<file path="config.mk">
export PLATFORM = sky130hd
export DESIGN_NAME = cr_tlvp_ob_arb
export DESIGN_NICKNAME = d
export VERILOG_FILES = /design/src/rtl/cr_tlvp_ob_arb.sv
export SDC_FILE = /design/constraint.sdc
export NUM_CORES = 1
export LEC_CHECK = 0
export ABC_AREA = 1
export BUFFER_PORTS_ARGS = -buffer_cell sky130_fd_sc_hd__buf_4
export CAP_MARGIN = 20
export CORE_AREA = 2 2 134 136
export CTS_CLUSTER_SIZE = 25
export DETAILED_ROUTE_END_ITERATION = 16
export DIE_AREA = 0 0 136 138
export SLEW_MARGIN = 20
export SYNTH_ARGS = -nofsm -noshare
export SYNTH_HDL_FRONTEND = slang
export SYNTH_SLANG_ARGS = --single-unit
</file>
<file path="constraint.sdc">
create_clock -name clk -period 3 [get_ports clk]
set_clock_uncertainty 0.15 [all_clocks]
set_input_delay 0.15 -clock clk [delete_from_list [all_inputs] [get_ports clk]]
set_output_delay 0.15 -clock clk [all_outputs]
set_load 0.02 [all_outputs]
</file>
<file path="src/rtl/cr_tlvp_ob_arb.sv">
// Frame-aware round-robin arbiter sharing one TLV parser outbound write port among N_REQ FIFOs.
// Optional lock timeout is built when CR_TLVP_OB_ARB_LOCK_TMO_EN is defined.
module cr_tlvp_ob_arb #(
    parameter int unsigned N_REQ    = 4,
    parameter int unsigned DATA_W   = 64,
    parameter int unsigned LOCK_TMO = 256
) (
    input  logic                      clk,
    input  logic                      rst_n,
    input  logic [N_REQ-1:0]          req_vld_i,
    input  logic [N_REQ*DATA_W-1:0]   req_tlv_i,
    input  logic [N_REQ-1:0]          req_eot_i,
    output logic [N_REQ-1:0]          req_rd_o,
    output logic                      usr_ob_wr_o,
    output logic [DATA_W-1:0]         usr_ob_tlv_o,
    input  logic                      usr_ob_full_i,
    input  logic                      usr_ob_afull_i,
    output logic                      arb_busy_o,
    output logic [$clog2(N_REQ)-1:0]  arb_owner_o,
    output logic                      arb_error_o,
    output logic                      arb_tmo_o
);

    localparam int unsigned IDX_W = $clog2(N_REQ);

    localparam logic [0:0] StIdle   = 1'b0;
    localparam logic [0:0] StLocked = 1'b1;

    logic [0:0]        state_q, state_d;
    logic [IDX_W-1:0]  ptr_q, ptr_d;
    logic [IDX_W-1:0]  owner_q, owner_d;
    logic              arb_en_q;
    logic              wr_q;
    logic [DATA_W-1:0] tlv_q;
    logic              err_q;

    logic              issue_ok;
    logic              win_vld;
    logic [IDX_W-1:0]  win;
    logic [IDX_W-1:0]  cand;
    logic [IDX_W-1:0]  sel;
    logic              issue;
    logic              sel_eot;
    logic              tmo_hit;
    logic              tmo;

    logic [DATA_W-1:0] req_word [N_REQ];

    for (genvar g = 0; g < N_REQ; g++) begin : g_word
        assign req_word[g] = req_tlv_i[g*DATA_W +: DATA_W];
    end

    function automatic logic [IDX_W-1:0] next_idx(input logic [IDX_W-1:0] i);
        return (i == IDX_W'(N_REQ - 1)) ? '0 : i + IDX_W'(1);
    endfunction

    // Afull threshold leaves room for the one registered write still in flight.
    assign issue_ok = arb_en_q & ~usr_ob_afull_i;

    // First valid requester scanning upward from ptr with wrap.
    always_comb begin
        win     = '0;
        win_vld = 1'b0;
        cand    = '0;
        for (int unsigned k = 0; k < N_REQ; k++) begin
            cand = IDX_W'((32'(ptr_q) + k) % N_REQ);
            if (!win_vld && req_vld_i[cand]) begin
                win     = cand;
                win_vld = 1'b1;
            end
        end
    end

    always_comb begin
        sel   = (state_q == StLocked) ? owner_q : win;
        issue = issue_ok & ((state_q == StLocked) ? req_vld_i[owner_q] : win_vld);
        sel_eot = req_eot_i[sel];
        req_rd_o = '0;
        if (issue) begin
            req_rd_o[sel] = 1'b1;
        end
    end

`ifdef CR_TLVP_OB_ARB_LOCK_TMO_EN
    localparam int unsigned CNT_W = $clog2(LOCK_TMO + 1);

    logic [CNT_W-1:0] cnt_q, cnt_d;
    logic             afull_stall;

    // An owner that has data but is held off by afull is not considered stalled.
    assign afull_stall = arb_en_q & usr_ob_afull_i & req_vld_i[owner_q];
    assign tmo_hit     = (state_q == StLocked) & ~issue & (cnt_q == CNT_W'(LOCK_TMO));

    always_comb begin
        cnt_d = cnt_q;
        if ((state_q != StLocked) || issue || tmo_hit) begin
            cnt_d = '0;
        end else if (!afull_stall) begin
            cnt_d = cnt_q + CNT_W'(1);
        end
    end

    always_ff @(posedge clk or negedge rst_n) begin
        if (!rst_n) begin
            cnt_q <= '0;
        end else begin
            cnt_q <= cnt_d;
        end
    end
`else
    assign tmo_hit = 1'b0;
`endif

    always_comb begin
        state_d = state_q;
        ptr_d   = ptr_q;
        owner_d = owner_q;
        tmo     = 1'b0;
        case (state_q)
            StIdle: begin
                if (issue) begin
                    owner_d = win;
                    if (sel_eot) begin
                        ptr_d = next_idx(win);
                    end else begin
                        state_d = StLocked;
                    end
                end
            end
            StLocked: begin
                // An eot issue clears the timeout condition, so eot always wins.
                if (issue) begin
                    if (sel_eot) begin
                        state_d = StIdle;
                        ptr_d   = next_idx(owner_q);
                    end
                end else if (tmo_hit) begin
                    state_d = StIdle;
                    ptr_d   = next_idx(owner_q);
                    tmo     = 1'b1;
                end
            end
            default: state_d = StIdle;
        endcase
    end

    always_ff @(posedge clk or negedge rst_n) begin
        if (!rst_n) begin
            arb_en_q <= 1'b0;
            state_q  <= StIdle;
            ptr_q    <= '0;
            owner_q  <= '0;
            wr_q     <= 1'b0;
            tlv_q    <= '0;
            err_q    <= 1'b0;
        end else begin
            arb_en_q <= 1'b1;
            state_q  <= state_d;
            ptr_q    <= ptr_d;
            owner_q  <= owner_d;
            wr_q     <= issue;
            if (issue) begin
                tlv_q <= req_word[sel];
            end
            if (wr_q && usr_ob_full_i) begin
                err_q <= 1'b1;
            end
        end
    end

    assign usr_ob_wr_o  = wr_q;
    assign usr_ob_tlv_o = tlv_q;
    assign arb_busy_o   = (state_q == StLocked);
    assign arb_owner_o  = owner_q;
    assign arb_error_o  = err_q;
    assign arb_tmo_o    = tmo;

endmodule

</file>
Word-level counts from Yosys, hierarchy flattened
Cells that the tools add are included.

Register bits: 72. Input port bits: 268. Output and inout bits: 74. Logic and storage cells: 80.

Reductions and logical operators: 10. Eq/ne operators: 6. Bitwise logic cells: 5. $lt $le $gt $ge: 8. Add/sub/neg operators: 5. Multiplexer cells: 39.

Operators by type and width (number): 64-bit binary-select mux with 2-bit select (1); 64-bit 2-to-1 mux (2); 2-bit 2-to-1 mux (11); 2-bit by 3-bit < comparator with 1-bit output (second input constant) (6); 1-bit 2-to-1 mux (15); 1-bit binary-select mux with 2-bit select (6); 2-bit by 1-bit adder with 2-bit output (second input constant) (3); 1-bit logical AND (5); 2-bit adder (second input constant) (2); 2-bit == test (second input constant) (2); 4-bit 2-to-1 mux (1); 2-bit by 1-bit inequality test with 1-bit output (second input constant) (2); 2-bit inequality test (second input constant) (2); 2-bit one-hot mux with 2 select lines (1); 4-bit AND reduction (1); 3-bit >= comparator (second input constant) (1); 1-bit zero test (3); 2-bit NOT with 3-bit output (1); 1-bit bitwise AND (2); 1-bit demux with 2-bit select (1); 2-bit by 1-bit >= comparator with 1-bit output (second input constant) (1); 1-bit NOT (2); 1-bit one-hot mux with 2 select lines (1); 2-bit AND reduction (1).

Depth between registers and ports, before layout
Depth in word-level cells: 18. Mapped depth: 20. Gate-level depth less buffers: 18.

Least setup slack after synthesis
OpenSTA, ideal clock, no wires.

Path type: flip-flop to output port. Start point: register ptr_q[0]. End point: output req_rd_o[0]. Data required time: 2.700 ns. Path buffers: 3. Path slack: 0.571 ns. Data arrival time: 2.129 ns. Stages on the path, launching flop included: 15. Path through: dfrtp_1 > buf_4 > nand2_1 > nand3_2 > nand2_2 > nor2_1 > nor2_1 > nand2_2 > nand2_2 > nand2_4 > nand2_4 > clkinv_2 > buf_8 > buf_6 > nor3_1.

Longest elaborated chain between the ends: 18. Elaborated cells on any way between the ends: 34. Those cells by class: add/sub: 3; order compare: 2; mux: 21; bitwise: 1; reduce/logical: 7.

Ends and longest elaborated chain: start: declaration (RTL line 30) `logic [IDX_W-1:0] ptr_q, ptr_d;`; start signal: assignment (RTL line 159) `ptr_q <= ptr_d;`; parallel branches: the longest is 17 deep, another holds 2-bit by 1-bit adder with 2-bit output; 4-bit 2-to-1 mux * (RTL line 79) `if (issue) begin`; end: declaration (RTL line 13) `output logic [N_REQ-1:0] req_rd_o,`.

Mark *: on every way between the ends. The select of a mux whose other input is x is not followed.

Worst setup path in the final report
Start point: register ptr_q[0]. End point: output req_rd_o[2].

The elaborated chain is that of the path after synthesis.

==> results.json <==
{
  "antenna_found_initial": 1,
  "finalHoldViolCount": 0,
  "synthFlopType": "dfrtp_1",
  "start_util_pct": 31.8,
  "switching_share_pct": 51.8,
  "synth_cells": 1013,
  "synth_top_cells_by_area": "nand2_1 55%, dfrtp_1 32%, buf_6 2.0%, buf_2 1.9%, clkbuf_1 1.1%",
  "nNetsFinal": 1595,
  "synth_seq_cells": 72,
  "required_ns": 2.70,
  "grt_usage_pct": 22.4,
  "final_core_util_pct": 49.5,
  "slowest_stage": "dfrtp_2",
  "rr_worst_depth": 19,
  "path_buf_inv": 4,
  "ioPinCount": 342,
  "core_area_sq_um": 17500,
  "status": "finished, final reports clean",
  "dr.pass1.iters": 4,
  "timing.final.crit_share_pct": 93.8,
  "rrSetupSlack_ns": 0.44,
  "synth.most_common_cell": "nand2_1",
  "share_seq_of_total_power_pct": 17.7,
  "areaGrowthSynthToFinish_pct": 55.9,
  "internal_power_w": 0.00446,
  "cts-root-buf": "clkbuf_16",
  "rsz0062_at_grt": "no",
  "max_freq_mhz": 355,
  "die-area_sq_um": 18800,
  "viasPerCell": 4.47,
  "dp_hpwl_mm": 15.9,
  "critPathCaptureType": "output port",
  "die_y_microns": 138,
  "clk_path_buf_depth": 2,
  "switchingPower_w": 0.00480,
  "crit_type": "reg2out",
  "wl_mm": 21.5,
  "min_path_cells": 7,
  "reg2reg_from": "ptr_q[0]",
  "syn_area_sq_um": 5570,
  "cts_sinks": 72,
  "min_period_ns": 2.81,
  "slew_violations": 0,
  "ir_drop_uv": 757,
  "clkPwrFrac_pct": 12.6,
  "syn-num-nets": 1282,
  "p_leak_nw": 5.39,
  "arrival_ns": 2.51,
  "remaining_drc_errors": 0,
  "synth_edf_count": 0,
  "yosys_warnings": 0,
  "ant_nets": 0,
  "port-buffer-count": 340,
  "cp_cell_sequence": "inv_2, nand2_1, nand2_2, nand2_1, nand2_1, nor2_1, nor2_1, nand2_2, nand2_2, nand2_4, nand2_8, inv_4, buf_12, nor3_1, buf_4",
  "drive_above_1_share_pct": 29.2,
  "initialDrtViolationCount": 260,
  "fin_tns_setup_ns": 0,
  "reg2reg_to": "usr_ob_tlv_o[13]",
  "num_vias": 6971,
  "min_to": "usr_ob_tlv_o[12]",
  "yosysTopAreaCell": "nand2_1",
  "slew_headroom_pct": 48.9,
  "cp_max_fo": 76,
  "cp-start-kind": "flip-flop",
  "core.rowCount": 49,
  "pwr_density_cell_nw_per_um2": 1070,
  "crit_family": "simple AND/OR/NAND/NOR gates",
  "combPwrFrac_pct": 69.7,
  "synth_cell_types": 29,
  "htree_levels": 3,
  "grt_overflow": 0,
  "cts_tree": "built",
  "critPathMaxStageDelay_ns": 0.46,
  "async_reset_ff_share_pct": 100,
  "cts_buffers": 9,
  "grt_pass1_wl_mm": 33.4,
  "clk_latency_ns": 0.34,
  "drv_cap": 0,
  "clk_pin_slew_ns": 0.06,
  "gp_congestion": 0.851,
  "die_width_microns": 136,
  "worstHoldStart": "req_tlv_i[76]",
  "grt_max_degree": 80,
  "hp-class": "in2reg",
  "worstMarginPinSlew_ns": 0.763,
  "cp-startpoint": "ptr_q[0]",
  "yosys-top-cells-count": "821 x nand2_1, 72 x dfrtp_1, 21 x buf_2, 16 x clkbuf_1, 11 x nand3_1",
  "synth_area_per_cell_sq_um": 5.50,
  "finalSetupViolCount": 0,
  "synth_top_cell_area_share_pct": 55.3,
  "wl_per_cell_microns": 13.8,
  "grt_pass1_vias": 6652,
  "yosysSeqAreaShare_pct": 32.4,
  "fillCellCount": 1917
}
worst min-delay path: stages:
cell	delay, ns
buf_4	0.07
nand2_1	0.04
nand2_1	0.05
nand2_1	0.04
nand2_1	0.05
nand2_1	0.04
nand2_1	0.04
placed cells by master (no fill, tap or decap), types with 4 or more instances in the layout:
| cell type | netlist | layout |
|---|---|---|
| inv_1 | 8 | 8 |
| buf_12 | 0 | 8 |
| nor3_1 | 5 | 5 |
| buf_4 | 3 | 349 |
| nand2_2 | 4 | 6 |
| o21ai_0 | 5 | 5 |
| dfrtp_1 | 72 | 71 |
| clkbuf_16 | 0 | 9 |
| nand2_1 | 821 | 819 |
| a21oi_1 | 4 | 4 |
| nor2_1 | 5 | 5 |
| nand3_1 | 11 | 11 |
worst max path at each step:
stage	endpoint	slack [ns]	depth (start not counted)
after global placement	usr_ob_tlv_o[13]	0.32	17
after floorplan	req_rd_o[0]	0.57	14
after detailed placement	usr_ob_tlv_o[52]	0.29	17
after global routing	req_rd_o[2]	0.03	15
final	req_rd_o[2]	0.19	15
after CTS	req_rd_o[2]	0.02	15
per-stage QoR:
step / std cells / setup slack, ns / hold WS (ns) / area, sq um / total power [W]
6_report: 1561 / 0.186 / 0.0301 / 8680 / 0.00926
5_1_grt: 1560 / 0.0254 / 0.0504 / 8680 / 0.0102
4_1_cts: 1554 / 0.0191 / 0.0180 / 8610 / 0.00928
3_5_place_dp: 1536 / 0.287 / 0.215 / 8270 / 0.00807
3_3_place_gp: 1536 / 0.320 / 0.219 / 8270 / 0.00807
2_1_floorplan: 1013 / 0.571 / -0.296 / 5570 / 0.00606
per-layer routing:
layer	vias to the layer above	part of all wire [%]	GRT usage (%)
li1	3646	-	-
met1	3023	41	26.0
met2	262	48	39.3
met3	40	8.5	5.61
met4	0	2.9	8.61
met5	-	0	0
power by group through the flow:
stage	Sequential, W	Combinational, W	Clock, W
after floorplan	0.00205	0.00401	0
after global placement	0.00165	0.00643	0
after detailed placement	0.00165	0.00642	0
after CTS	0.00165	0.00644	0.00120
after global routing	0.00170	0.00726	0.00124
final	0.00164	0.00646	0.00116
final cells by class:
cell class | count | area, sq um | area share (%)
multi-input combinational | 871 | 3400 | 39.2
timing repair buffer | 360 | 2830 | 32.6
sequential | 72 | 1800 | 20.8
tap | 229 | 287 | 3.30
clock buffer | 13 | 250 | 2.88
clock inverter | 3 | 65.1 | 0.749
inverter | 12 | 47.5 | 0.548
antenna | 1 | 2.50 | 0.0288
flip-flops by register name (all words and copies together) (netlist names):
signal,count
ptr_q,2
arb_busy_o,1
arb_owner_o,2
arb_en_q,1
usr_ob_wr_o,1
arb_error_o,1
usr_ob_tlv_o,64
logic make-up after synthesis:
group           Yosys count  share of synthesized area (%)
compound gates           14                           1.44
simple gates            854                           58.9
other cells               2                          0.135
buf+inv                  70                           6.97
fa+ha+maj                 1                          0.225
flops                    72                           32.4
what timing repair did:
action                                  in CTS  in global routing
endpoints found under the hold margin       73                  0
endpoints found under the setup margin       2                  2
pin swaps                                    0                  1
gates resized for setup                      1                  1
hold buffers                                 2                  0
setup buffers                                0                  5
Power figures use the tool's default switching activity.
